--- src/rtl/striping_pkg.sv ---
// Definitions shared by demux_striping and mux_striping: stream width,
// lane selector encoding and the number of clk_2f cycles a lane word is held.
package striping_pkg;

    localparam int unsigned DATA_WIDTH_DEFAULT = 32;
    localparam int unsigned HOLD_CYCLES        = 2;

    typedef enum logic {
        EXPECT_L0 = 1'b0,
        EXPECT_L1 = 1'b1
    } sel_t;

endpackage : striping_pkg

--- src/rtl/lane_hold_timer.sv ---
// Down-counter that keeps a lane word valid for HOLD_CYCLES clk_2f cycles.
// expiring flags the edge on which the count reaches zero.
module lane_hold_timer
    import striping_pkg::*;
(
    input  logic clk_2f,
    input  logic reset_L,
    input  logic load,
    output logic expiring
);

    logic [1:0] count;

    always_ff @(posedge clk_2f) begin
        if (!reset_L) begin
            count <= '0;
        end else if (load) begin
            count <= 2'(HOLD_CYCLES);
        end else if (count != '0) begin
            count <= count - 2'd1;
        end
    end

    assign expiring = (count == 2'd1);

endmodule : lane_hold_timer

--- src/rtl/demux_striping.sv ---
// Transmit-side lane splitter: alternates consecutive valid stream words onto
// lane 0 and lane 1, each pair held for one clk_f period (two clk_2f cycles).
module demux_striping
    import striping_pkg::*;
#(
    parameter int unsigned DATA_WIDTH = DATA_WIDTH_DEFAULT
) (
    input  logic                  clk_2f,
    input  logic                  reset_L,
    input  logic [DATA_WIDTH-1:0] data_input,
    input  logic                  valid_in,
    output logic [DATA_WIDTH-1:0] lane_0,
    output logic [DATA_WIDTH-1:0] lane_1,
    output logic                  valid_0,
    output logic                  valid_1
);

    sel_t                  sel, sel_next;
    logic [DATA_WIDTH-1:0] hold;
    logic                  accept_l0;
    logic                  load_pair;
    logic                  load_flush;
    logic                  timer_load;
    logic                  expiring;

    always_ff @(posedge clk_2f) begin
        if (!reset_L) begin
            sel <= EXPECT_L0;
        end else begin
            sel <= sel_next;
        end
    end

    always_comb begin
        sel_next   = sel;
        accept_l0  = 1'b0;
        load_pair  = 1'b0;
        load_flush = 1'b0;
        unique case (sel)
            EXPECT_L0: begin
                if (valid_in) begin
                    accept_l0 = 1'b1;
                    sel_next  = EXPECT_L1;
                end
            end
            EXPECT_L1: begin
                // A pending lane-0 word always leaves: paired if a word arrives, flushed alone otherwise.
                if (valid_in) begin
                    load_pair = 1'b1;
                end else begin
                    load_flush = 1'b1;
                end
                sel_next = EXPECT_L0;
            end
            default: sel_next = EXPECT_L0;
        endcase
    end

    assign timer_load = load_pair | load_flush;

    lane_hold_timer u_hold_timer (
        .clk_2f   (clk_2f),
        .reset_L  (reset_L),
        .load     (timer_load),
        .expiring (expiring)
    );

    always_ff @(posedge clk_2f) begin
        if (!reset_L) begin
            hold    <= '0;
            lane_0  <= '0;
            lane_1  <= '0;
            valid_0 <= 1'b0;
            valid_1 <= 1'b0;
        end else begin
            if (accept_l0) begin
                hold <= data_input;
            end
            if (load_pair) begin
                lane_0  <= hold;
                lane_1  <= data_input;
                valid_0 <= 1'b1;
                valid_1 <= 1'b1;
            end else if (load_flush) begin
                lane_0  <= hold;
                lane_1  <= '0;
                valid_0 <= 1'b1;
                valid_1 <= 1'b0;
            end else if (expiring) begin
                // Lane data deliberately keeps its last value; only the valids drop.
                valid_0 <= 1'b0;
                valid_1 <= 1'b0;
            end
        end
    end

endmodule : demux_striping
--- config.mk ---
export PLATFORM = sky130hd
export DESIGN_NAME = demux_striping
export DESIGN_NICKNAME = d
export VERILOG_FILES = /design/src/rtl/striping_pkg.sv /design/src/rtl/lane_hold_timer.sv /design/src/rtl/demux_striping.sv
export SDC_FILE = /design/constraint.sdc
export NUM_CORES = 1
export LEC_CHECK = 0
export CORE_ASPECT_RATIO = 1.25
export CORE_MARGIN = 2
export CORE_UTILIZATION = 30
export CTS_CLUSTER_SIZE = 25
export DETAILED_ROUTE_END_ITERATION = 7
export MAX_ROUTING_LAYER = met4
export PLACE_DENSITY_LB_ADDON = 0.15
export SLEW_MARGIN = 20
export SYNTH_ARGS = -nofsm -noshare
export SYNTH_HDL_FRONTEND = slang
export SYNTH_HIERARCHICAL = 1
export SYNTH_SLANG_ARGS = --single-unit
--- constraint.sdc ---
create_clock -name clk_2f -period 1 [get_ports clk_2f]
set_input_delay 0.2 -clock clk_2f [delete_from_list [all_inputs] [get_ports clk_2f]]
set_output_delay 0.2 -clock clk_2f [all_outputs]
set_load 0.03 [all_outputs]
==> results.md, run 1 <==
* H-tree depth at 3
* Cell-by-cell trace of the critical path: buf_12 -> clkbuf_16 -> nor2b_1 -> a32o_1
* TritonCTS clock tree: yes
* Type of element capturing the critical path: flip-flop
* Sort of element at the start of the critical path: flip-flop
* Leak pwr at approximately 2.4 nW
* Most used flip-flop cell after synthesis: sky130_fd_sc_hd__dfxtp_1
* Number of cells after detailed placement at 615
* Drt first pass iters at 4
* Starting Density at 0.3089
* Post-detailed-placement half-perimeter wirelength at 5.734 mm
* Clock tree root buffer cell: sky130_fd_sc_hd__clkbuf_16
* Slew Limit Headroom at 0.7124
* Via count of the routed design at 2951
* Fmax achieved at 905.2 MHz
* Fraction of synthesized cell area taken by the top area cell type at 0.5146
* Total Die Area at 14030 um^2
* Drt total wl at 9.722 mm
* CTS Buffer Depth at 2
* Post-synth ARST share at 0
* Dominant cell type by area after synthesis: sky130_fd_sc_hd__dfxtp_1
* Share of the yosys chip area belonging to registers at 0.5146
* Final Total Pwr at between 0.008 and 0.009 W
* Post-synth cell types at 16
* Portion of the clock cycle consumed by the worst path in the final layout at 1.105
* Number of buffer and inverter stages on the critical path at 2
* Min cycle time layout at 1105 ps
* Number of cells produced by synthesis at 371
* Average cell area after synthesis at 10.59 um^2
* Stage delay of the slowest cell on the critical path at 410 ps
* Clock network fraction of total power at 0.349
* Largest net degree at the start of global routing at 64
* Max Cap Violations at 0
* Num rows at 46
* Number of warnings printed during yosys synthesis at 6
* Hold bufs inserted after CTS at 0
* Endpoints failing setup at 98
* Failing checks: setup timing
* EDFF count, synth at 0
* Setup repair after global routing missed its margin: true
* Part of the power in registers at 0.499
* Post-synthesis cell area at roughly 4000 um^2
* Data arrival time of the worst path at ~1300 ps
* Final worst clock skew at about 4.6 ps
* CTS Buf Count at 9
* Global-route wire length before repair at ~15 mm
* Final setup margin at -104.7 ps
* Filler-free cell count of the finished design at 648
* Reg clk slew, reported paths at 60 ps
* DRT iter0 DRCs at 124
* IO buf count at 100
* Via count of the first global-routing pass at 2951
* Cell family contributing the most delay on the critical path: flip-flops
* Highest fanout seen on the critical path at 8
* Height of the die at between 100 and 150 um
* Sink Count at a little over 100
* Classification of the worst setup path: flip-flop to flip-flop
* Actual transition at the worst max-transition pin at between 400 and 500 ps
* Clk_lat worst skew at 330 ps
* Number of I/O pins at 101
* Power dissipated by switching net loads at 0.002015 W
* Final hold violations at 0
* Library cell with the highest instance count after synthesis: sky130_fd_sc_hd__dfxtp_1
* Kind of path behind the tightest hold check: input pin to flip-flop
* Wire per inst at 15.00 um
* Number of max-slew violations in the final report at 0
* Die extent in x at 106.4 um
* Biggest area contributors in the synthesized netlist: sky130_fd_sc_hd__dfxtp_1 51%, sky130_fd_sc_hd__mux2i_1 16%, sky130_fd_sc_hd__nor2b_1 11%
* Fraction of power spent switching nets at 0.2341
* Most used standard cells in the synthesized netlist: 101 x sky130_fd_sc_hd__dfxtp_1, 68 x sky130_fd_sc_hd__nor2b_1, 64 x sky130_fd_sc_hd__mux2i_1, 64 x sky130_fd_sc_hd__nand2_1, 32 x sky130_fd_sc_hd__a32o_1
* Post-Synthesis Net Count at about 400
* Total DRC errors in the routed layout at 0
* Number of nets at the end of the flow at slightly above 500
* Global placer's final weighted congestion at 0.6959
* All-Layer GR Usage at 0.1394
* Total congestion overflow after global routing at 0
* Critical-path cell with the highest stage delay: sky130_fd_sc_hd__dfxtp_4
* Core area at 12720 um^2
* Via-to-Cell Ratio at between 4 and 5
* Status: finished with violations
* Final antenna diode count at 0
* Antenna violations before repair at 0
* Layout cell share with drive strength beyond 1 at 0.3917
* Number of nets still failing antenna checks after routing at 0
* Gate power share at 0.152
* Critical Path RT at 1220 ps
* Cell area power density at 1432 nW/um^2
* Internal power at 0.006593 W
* Maximum resistive drop on vdd at 0.7053 mV
* Area growth from synthesis to layout at 53.03%
* Register bit total from synthesis at 101
registers in the layout, summed over array words and instances, names as in the netlist:
signal / cells
hold: 32
u_hold_timer/count: 2
valid_1: 1
valid_0: 1
sel: 1
lane_1: 32
lane_0: 32
area by class of cell:
type | instances | area, um^2
Clock buffer | 11 | 242.7
Fill cell | 1178 | 6708
Multi-Input combinational cell | 235 | 1740
Sequential cell | 101 | 2111
Tap cell | 168 | 210.2
Timing Repair Buffer | 133 | 1708
worst register-to-register path: cells and delay by family, from the launching register on:
family                 cells  cell delay, ps
buffers and inverters      2             350
AO/OA/AOI/OAI              1             190
flip-flops                 1             410
AND/OR/NAND/NOR            1              50
power by group through the flow:
stage / logic (W) / clock network [W] / registers (W)
after global routing: 0.00139 / 0.00332 / 0.00431
final: 0.00131 / 0.00300 / 0.00430
after floorplan: 0.000515 / 0 / 0.00448
after CTS: 0.00121 / 0.00316 / 0.00430
after global placement: 0.00101 / 0 / 0.00436
after detailed placement: 0.00102 / 0 / 0.00437
per-layer routing:
layer,GRT usage,part of all wire,vias up
li1,-,-,1476
met1,0.1677,0.44,1410
met2,0.2269,0.51,56
met3,0.03411,0.039,9
met4,0.04825,0.014,0
met5,-,0,-
logic make-up after synthesis:
logic type      after synthesis  share of synthesized area
buf+inv                      35                    0.05637
mux                          64                     0.1631
simple gates                136                     0.1790
flops                       101                     0.5146
compound gates               35                    0.08694
cell usage in the layout (no fill, tap or decap), types with 4 or more instances in the layout:
master | netlist | layout
sky130_fd_sc_hd__buf_6 | 6 | 70
sky130_fd_sc_hd__dfxtp_2 | 0 | 65
sky130_fd_sc_hd__mux2i_1 | 64 | 64
sky130_fd_sc_hd__nand2_1 | 64 | 64
sky130_fd_sc_hd__nor2b_1 | 68 | 60
sky130_fd_sc_hd__dfxtp_1 | 101 | 34
sky130_fd_sc_hd__a32o_1 | 32 | 32
sky130_fd_sc_hd__clkdlybuf4s50_1 | 0 | 32
sky130_fd_sc_hd__clkbuf_16 | 0 | 17
sky130_fd_sc_hd__buf_12 | 0 | 10
sky130_fd_sc_hd__buf_4 | 8 | 7
sky130_fd_sc_hd__buf_16 | 0 | 5
sky130_fd_sc_hd__nor2b_4 | 0 | 4
sky130_fd_sc_hd__nor2b_2 | 0 | 4
what timing repair did:
item | 4_1_cts | 5_1_grt
pin swaps | 1 | 2
endpoints found under the hold margin | 0 | 0
cloned | 5 | 8
setup endpoints to repair | 163 | 166
buffers inserted | 9 | 2
resized for setup | 143 | 14
stage by stage:
step / hold slack (ps) / setup WS (ps) / setup TNS [ps] / utilization / area [um^2]
detailed placement: 448.5 / -440.5 / -27570 / 0.3907 / 4970
global route: 339.8 / -155.7 / -12110 / 0.4727 / 6012
floorplan: 328.2 / -29.98 / -889.0 / - / 3958
finish: 317.8 / -104.7 / -5789 / 0.4727 / 6012
CTS: 266.2 / -100.7 / -6212 / 0.4536 / 5769
global placement: 442.1 / -418.4 / -26370 / 0.3907 / 4970
final timing paths:
| path | depth (start not counted) | slack [ps] | endpoint | start |
|---|---|---|---|---|
| min reg2reg | 2 | 460 | hold[21]$_SDFFE_PN0P_ | hold[21]$_SDFFE_PN0P_ |
| max | 4 | -100 | lane_1[21]$_SDFFE_PN0P_ | sel$_SDFF_PN0_ |
| max reg2reg | 4 | -100 | lane_1[21]$_SDFFE_PN0P_ | sel$_SDFF_PN0_ |
| min | 2 | 320 | valid_1$_SDFFE_PN0P_ | valid_in |
Note: power is estimated with default switching activity, not from simulation.
==> run 2: changes to the inputs <==
--- a/config.mk
+++ b/config.mk
@@ -5,6 +5,7 @@
 export SDC_FILE = /design/constraint.sdc
 export NUM_CORES = 1
 export LEC_CHECK = 0
+export ABC_AREA = 1
 export CORE_ASPECT_RATIO = 1.25
 export CORE_MARGIN = 2
 export CORE_UTILIZATION = 30
==> run 2 against run 1 <==
  * The run still ends with setup timing left
  * Fmax rose by 6.7%
  * Wire length grew 6.0%
  * Non-clock buffer count shrank 2
  * Synthesized cell count rose by 38%
  * Worst setup slack improved by 70 ps
  * Cell count increased by 22%
  * Clock skew is 1.0 ps lower
  * Flip-flop and latch count stayed put
  * Die area up 2.6%
  * Critical path type is now flip-flop to primary output
  * Critical endpoint is now valid_1
  * Largest cell class unchanged
==> results.md, run 2 <==
* Highest fanout seen on the critical path at 2 (-6)
* H-tree depth at 3 (unchanged)
* Endpoints failing setup at 46 (-53%)
* Starting Density at 0.3062 (-0.002642)
* Sort of element at the start of the critical path: flip-flop
* Stage delay of the slowest cell on the critical path at 360 ps (-50 ps)
* Register bit total from synthesis at 101 (unchanged)
* Dominant cell type by area after synthesis: sky130_fd_sc_hd__dfxtp_1
* Area post-placement at 5074 um^2 (+2.1%)
* EDFF count, synth at 0 (unchanged)
* Failing checks: setup timing
* Register area at 2108 um^2 (-0.12%)
* CTS Buf Count at 9 (unchanged)
* Largest family of logic cells by synthesized area: simple AND/OR/NAND/NOR gates
* Classification of the worst setup path: flip-flop to primary output
* Number of buffer and inverter stages on the critical path at 1 (-1)
* Type of element capturing the critical path: primary output
* Die extent in x at 107.7 um (+1.3%)
* IO buf count at 100 (unchanged)
* Fmax achieved at 966.2 MHz (+6.7%)
* Total Die Area at 14400 um^2 (+2.6%)
* Reg clk slew, reported paths at 60 ps (about the same)
* Most used flip-flop cell after synthesis: sky130_fd_sc_hd__dfxtp_1
* Number of nets at the end of the flow at 650 (+26%)
* Antenna violations before repair at 0 (unchanged)
* Cell area after layout at 5862 um^2 (-2.5%)
* Max Cap Violations at 0 (unchanged)
* Number of nets still failing antenna checks after routing at 0 (unchanged)
* Global-route wire length before repair at 17.15 mm (+13%)
* Fraction of synthesized cell area taken by the top area cell type at 0.5012 (-0.01341)
* Core area at 13170 um^2 (+3.6%)
* Drt total wl at 10.31 mm (+6.0%)
* Area used by multi-input combinational logic at 1647 um^2 (-5.4%)
* Number of max-slew violations in the final report at 0 (unchanged)
* Cell family contributing the most delay on the critical path: flip-flops
* Min cycle time layout at 1035 ps (-69.68 ps)
* Clock tree root buffer cell: sky130_fd_sc_hd__clkbuf_16
* Critical-path cell with the highest stage delay: sky130_fd_sc_hd__dfxtp_2
* Post-synthesis cell area at 4034 um^2 (+2.7%)
* Global placer's final weighted congestion at 0.7518 (+8.0%)
* Layout cell share with drive strength beyond 1 at 0.3839 (-0.007796)
* All-Layer GR Usage at 0.1537 (+0.01425)
* Most used standard cells in the synthesized netlist: 131 x sky130_fd_sc_hd__nor2_1, 101 x sky130_fd_sc_hd__dfxtp_1, 70 x sky130_fd_sc_hd__nand2_1
* Total DRC errors in the routed layout at 0 (unchanged)
* Cell-by-cell trace of the critical path: buf_6
* Fillcell total at 1389 (+18%)
* Biggest area contributors in the synthesized netlist: sky130_fd_sc_hd__dfxtp_1 50%, sky130_fd_sc_hd__nor2_1 12%, sky130_fd_sc_hd__nand2_1 6.5%
* Setup repair after global routing missed its margin: true
* Critical Path RT at 800 ps (-420 ps)
* Clk_lat worst skew at 340 ps (about the same)
* Via-to-Cell Ratio at 4.480 (-1.6%)
* DRT iter0 DRCs at 115 (-7.3%)
* CTS Buffer Depth at 2 (unchanged)
* Drt first pass iters at 7 (+3)
* TritonCTS clock tree: yes
* Final worst clock skew at 3.624 ps (-0.9954 ps)
* Via count of the first global-routing pass at 3523 (+19%)
* Number of warnings printed during yosys synthesis at 6 (unchanged)
* Cell area power density at 1663 nW/um^2 (+16%)
* Most common library cell in the layout ignoring fill and taps: sky130_fd_sc_hd__nor2_1
* Num rows at 47 (+2.2%)
* Final Total Pwr at 0.009750 W (+13%)
* Final antenna diode count at 0 (unchanged)
* Synthesized-area fraction occupied by adder cells at 0 (unchanged)
* Commonest cells after routing, fill and taps aside: 120 x sky130_fd_sc_hd__nor2_1, 72 x sky130_fd_sc_hd__buf_6, 70 x sky130_fd_sc_hd__nand2_1, 66 x sky130_fd_sc_hd__dfxtp_2, 42 x sky130_fd_sc_hd__nand3_1
* Library cell with the highest instance count after synthesis: sky130_fd_sc_hd__nor2_1
* Fraction of the mapped netlist area in compound gates at 0.1027 (+0.01572)
* Post-detailed-placement half-perimeter wirelength at 6.903 mm (+20%)
* Sink Count at 101 (unchanged)
* Status: finished with violations
* Kind of path behind the tightest hold check: input pin to flip-flop
* Number of cells produced by synthesis at 512 (+38%)
* Top Registers: hold: 32 flops, lane_0: 32 flops, lane_1: 32 flops
* Share of the yosys chip area belonging to registers at 0.5012 (-0.01341)
* Total congestion overflow after global routing at 0 (unchanged)
* Slew Limit Headroom at 0.7938 (+0.08142)
* Post-synthesis xor/xnor area fraction at 0 (unchanged)
* Final hold violations at 0 (unchanged)
* Maximum resistive drop on vdd at 0.7656 mV (+8.5%)
* Mux cell area share after synthesis at 0 (-0.1631)
* Height of the die at 133.6 um (+1.3%)
* Area growth from synthesis to layout at 45.32%
* Post-synth cell types at 19 (+3)
* Largest net degree at the start of global routing at 36 (-44%)
* Post-synth ARST share at 0 (unchanged)
* Area fraction in and, or, nand and nor cells after synthesis at 0.2953 (+0.1163)
* Portion of the clock cycle consumed by the worst path in the final layout at 1.035 (-0.06968)
* Actual transition at the worst max-transition pin at 309.3 ps (-122.1 ps)
* Data arrival time of the worst path at 840 ps (-490 ps)
* Via count of the routed design at 3544 (+20%)
* Average cell area after synthesis at 7.879 um^2 (-26%)
* Internal reg-to-reg setup slack at 20 ps (+120 ps)
* Final setup margin at -35.02 ps (+69.68 ps)
* Wire per inst at 13.03 um (-13%)
* Number of I/O pins at 101 (unchanged)
* Post-Synthesis Net Count at 547 (+35%)
* Leak pwr at 2.556 nW (+6.0%)
[run 2: per-stage QoR]
step	hold slack (ps)	std cells	TNS [ps]	setup WS, ps	utilization
finish	171.9	791	-431.1	-35.02	0.4450
global placement	436.1	767	-1241	-45.54	0.3852
global route	213.4	791	-4087	-66.25	0.4450
CTS	169.0	786	-1428	-51.95	0.4390
floorplan	321.5	512	0	18.83	-
detailed placement	448.7	767	-3087	-89.07	0.3852
[run 2: logic make-up after synthesis]
group           Yosys count
compound gates           67
flops                   101
buf+inv                  77
simple gates            267
[run 2: layer usage]
layer	track usage	wire length [um]	up-vias
li1	-	-	1814
met1	0.1909	4762	1650
met2	0.2470	5006	68
met3	0.03376	379	12
met4	0.05057	159	0
met5	-	0	-
[run 2: what timing repair did]
action | in CTS | in global routing
gates resized for setup | 141 | 15
buffers inserted | 3 | 5
endpoints found under the setup margin | 163 | 131
pin swaps | 0 | 1
hold buffers | 0 | 0
[run 2: path summary, 6_finish.rpt]
check,startpoint,to,depth (start not counted)
hold / removal,valid_in,lane_1[31]$_SDFFE_PN0P_,3
setup reg to reg,sel$_SDFF_PN0_,hold[30]$_SDFFE_PN0P_,5
hold reg to reg,u_hold_timer/count[1]$_SDFFE_PN0P_,u_hold_timer/count[0]$_SDFFE_PP0P_,2
setup / recovery,valid_1$_SDFFE_PN0P_,valid_1,1
[run 2: area by class of cell]
cell class / instances / share of cell area
Timing Repair Buffer: 131 / 0.2416
Sequential cell: 101 / 0.3597
Tap cell: 171 / 0.03650
Clock inverter: 4 / 0.01195
Clock buffer: 12 / 0.04376
Inverter: 38 / 0.02561
Multi-Input combinational cell: 334 / 0.2809
[run 2: power breakdown]
group	switching [W]	internal, W	total, W
registers	0.000160	0.00428	0.00444
logic	0.000838	0.000668	0.00151
clock network	0.00148	0.00232	0.00380
==> run 3: changes to the inputs <==
--- a/config.mk
+++ b/config.mk
@@ -11,8 +11,8 @@
 export CORE_UTILIZATION = 30
 export CTS_CLUSTER_SIZE = 25
 export DETAILED_ROUTE_END_ITERATION = 7
+export GPL_ROUTABILITY_DRIVEN = 0
 export MAX_ROUTING_LAYER = met4
-export PLACE_DENSITY_LB_ADDON = 0.15
 export SLEW_MARGIN = 20
 export SYNTH_ARGS = -nofsm -noshare
 export SYNTH_HDL_FRONTEND = slang
==> run 3 against run 2 <==
  * The flow still finishes with violations (setup timing)
  * Clock skew increased by 3.0 ps
  * Non-clock buffer count increased by 13
  * Largest cell class unchanged
  * Core utilization increased by 2.4 points
  * Worst setup slack got worse by 38 ps
  * Cell count increased by 1.6%
  * Register-to-register slack got worse by 90 ps
  * Critical path depth increased by 5
  * Via count increased by 3.5%
  * Global-route usage decreased by 0.30 points
  * Wire length increased by 10%
  * Design area increased by 5.4%
  * Hold slack improved by 54 ps
==> results.md, run 3 (synthesis gave the netlist of run 2 again) <==
* Status: finished with violations
* Failing checks: setup timing
* Layout cell share with drive strength beyond 1 at 0.4218 (+0.03793)
* H-tree depth at 3 (unchanged)
* Critical-path cell with the highest stage delay: sky130_fd_sc_hd__dfxtp_4
* Height of the die at 133.6 um (unchanged)
* Total Die Area at 14400 um^2 (unchanged)
* Sort of element at the start of the critical path: flip-flop
* Clk_lat worst skew at 330 ps (about the same)
* Setup slack after placement at -47.31 ps (+41.76 ps)
* Cell area power density at 1527 nW/um^2 (-8.2%)
* All-Layer GR Usage at 0.1507 (-0.003033)
* Number of nets at the end of the flow at 663 (+2.0%)
* Fillcell total at 1304 (-6.1%)
* Global-route wire length before repair at 16.88 mm (-1.6%)
* Commonest cells after routing, fill and taps aside: 104 x sky130_fd_sc_hd__nor2_1, 69 x sky130_fd_sc_hd__nand2_1, 66 x sky130_fd_sc_hd__buf_6, 65 x sky130_fd_sc_hd__dfxtp_2, 44 x sky130_fd_sc_hd__nand3_1
* Actual transition at the worst max-transition pin at 265.9 ps (-43.36 ps)
* Most common library cell in the layout ignoring fill and taps: sky130_fd_sc_hd__nor2_1
* Endpoints failing setup at 87 (+89%)
* Area growth from synthesis to layout at 53.23%
* Min cycle time layout at 1073 ps (+38.33 ps)
* Fmax achieved at 931.7 MHz (-3.6%)
* Classification of the worst setup path: flip-flop to flip-flop
* Stage delay of the slowest cell on the critical path at 360 ps (about the same)
* Final hold violations at 0 (unchanged)
* DRT iter0 DRCs at 106 (-7.8%)
* Total DRC errors in the routed layout at 0 (unchanged)
* Portion of the clock cycle consumed by the worst path in the final layout at 1.073 (+0.03833)
* TritonCTS clock tree: yes
* Max Cap Violations at 0 (unchanged)
* Number of max-slew violations in the final report at 0 (unchanged)
* Final antenna diode count at 0 (unchanged)
* Via count of the first global-routing pass at 3563 (+1.1%)
* Final worst clock skew at 6.672 ps (+3.048 ps)
* Antenna violations before repair at 0 (unchanged)
* Maximum resistive drop on vdd at 0.6227 mV (-19%)
* Sink Count at 101 (unchanged)
* Post-detailed-placement half-perimeter wirelength at 6.827 mm (-1.1%)
* Via-to-Cell Ratio at 4.561 (+1.8%)
* Number of nets still failing antenna checks after routing at 0 (unchanged)
* Final setup margin at -73.36 ps (-38.33 ps)
* Via count of the routed design at 3667 (+3.5%)
* Core area at 13170 um^2 (unchanged)
* Kind of path behind the tightest hold check: input pin to flip-flop
* Hold bufs inserted after CTS at 0 (unchanged)
* Total congestion overflow after global routing at 0 (unchanged)
* Wire per inst at 14.16 um (+8.6%)
* Number of I/O pins at 101 (unchanged)
* Highest fanout seen on the critical path at 7 (+5)
* Data arrival time of the worst path at 1360 ps (+520 ps)
* Reg clk slew, reported paths at 70 ps (about the same)
* IO buf count at 100 (unchanged)
* Filler-free cell count of the finished design at 804 (+1.6%)
* Critical Path RT at 1280 ps (+480 ps)
* Setup repair after global routing missed its margin: true
* Die extent in x at 107.7 um (unchanged)
* Number of cells after detailed placement at 765 (-0.26%)
* Top Registers: hold: 32 flops, lane_0: 32 flops, lane_1: 32 flops
* CTS Buf Count at 9 (unchanged)
* Type of element capturing the critical path: flip-flop
* Largest net degree at the start of global routing at 44 (+22%)
* Slew Limit Headroom at 0.8227 (+0.02891)
* Cell-by-cell trace of the critical path: buf_6 -> nor2_4 -> buf_12 -> clkbuf_16 -> nor2_2 -> nor2_1
* Final Total Pwr at 0.009436 W (-3.2%)
* Clock tree root buffer cell: sky130_fd_sc_hd__clkbuf_16
* Leak pwr at 2.680 nW (+4.9%)
* Num rows at 47 (unchanged)
* Drt first pass iters at 4 (-3)
* CTS Buffer Depth at 2 (unchanged)
* Drt total wl at 11.38 mm (+10%)
* Starting Density at 0.3062 (unchanged)
-- run 3: cell count changes in the layout (fill, tap and decap cells not counted), sizes merged --
cell and change:
buf +6, bufinv -2, clkinv -1, clkbuf +10
-- run 3: final cells by class --
cell class,instances,area [um^2],area share
clock buffer,15,267.8,0.04332
clock inverter,1,5.005,0.0008097
inverter,38,145.1,0.02348
multi-input combinational,334,1729,0.2798
sequential,101,2111,0.3415
tap,171,214.0,0.03462
timing repair buffer,144,1709,0.2765
-- run 3: worst max-delay path, delay by kind of cell, from the launching register on --
family,cells,cell delay [ps]
flops,1,360
simple gates,3,210
buf+inv,3,440
-- run 3: report_power, final --
part / switching, W / internal (W) / total, W
Sequential: 0.000176 / 0.00428 / 0.00446
Clock: 0.00143 / 0.00183 / 0.00325
Combinational: 0.000917 / 0.000809 / 0.00173
Total: 0.00252 / 0.00691 / 0.00944
-- run 3: path summary, 6_finish.rpt --
check	startpoint	end	slack (ps)	depth (start not counted)
max	sel$_SDFF_PN0_	hold[20]$_SDFFE_PN0P_	-70	6
min	valid_in	sel$_SDFF_PN0_	230	3
max reg2reg	sel$_SDFF_PN0_	hold[20]$_SDFFE_PN0P_	-70	6
min reg2reg	u_hold_timer/count[1]$_SDFFE_PN0P_	u_hold_timer/count[0]$_SDFFE_PP0P_	460	2
-- run 3: per-layer routing --
layer  vias up  global-route usage  wire, um
li1       1840                   -         -
met1      1723              0.1721      5257
met2        87              0.2561      5530
met3        17             0.03669       395
met4         0             0.05128       199
met5         -                   -         0
-- run 3: per-stage QoR --
| step | hold WS, ps | util | instance area, um^2 | setup TNS [ps] |
|---|---|---|---|---|
| 2_1_floorplan | 321.5 | - | 4034 | 0 |
| 3_3_place_gp | 433.5 | 0.3897 | 5134 | -509.6 |
| 3_5_place_dp | 450.6 | 0.3897 | 5134 | -948.3 |
| 4_1_cts | 223.1 | 0.4385 | 5777 | -2941 |
| 5_1_grt | 242.8 | 0.4692 | 6181 | -8666 |
| 6_report | 226.3 | 0.4692 | 6181 | -2366 |
-- run 3: timing repair --
item / in CTS / in global routing
setup endpoints to repair: 122 / 160
gates resized for setup: 132 / 54
buffers inserted: 6 / 10
pin swaps: 0 / 30
gates cloned: 0 / 8
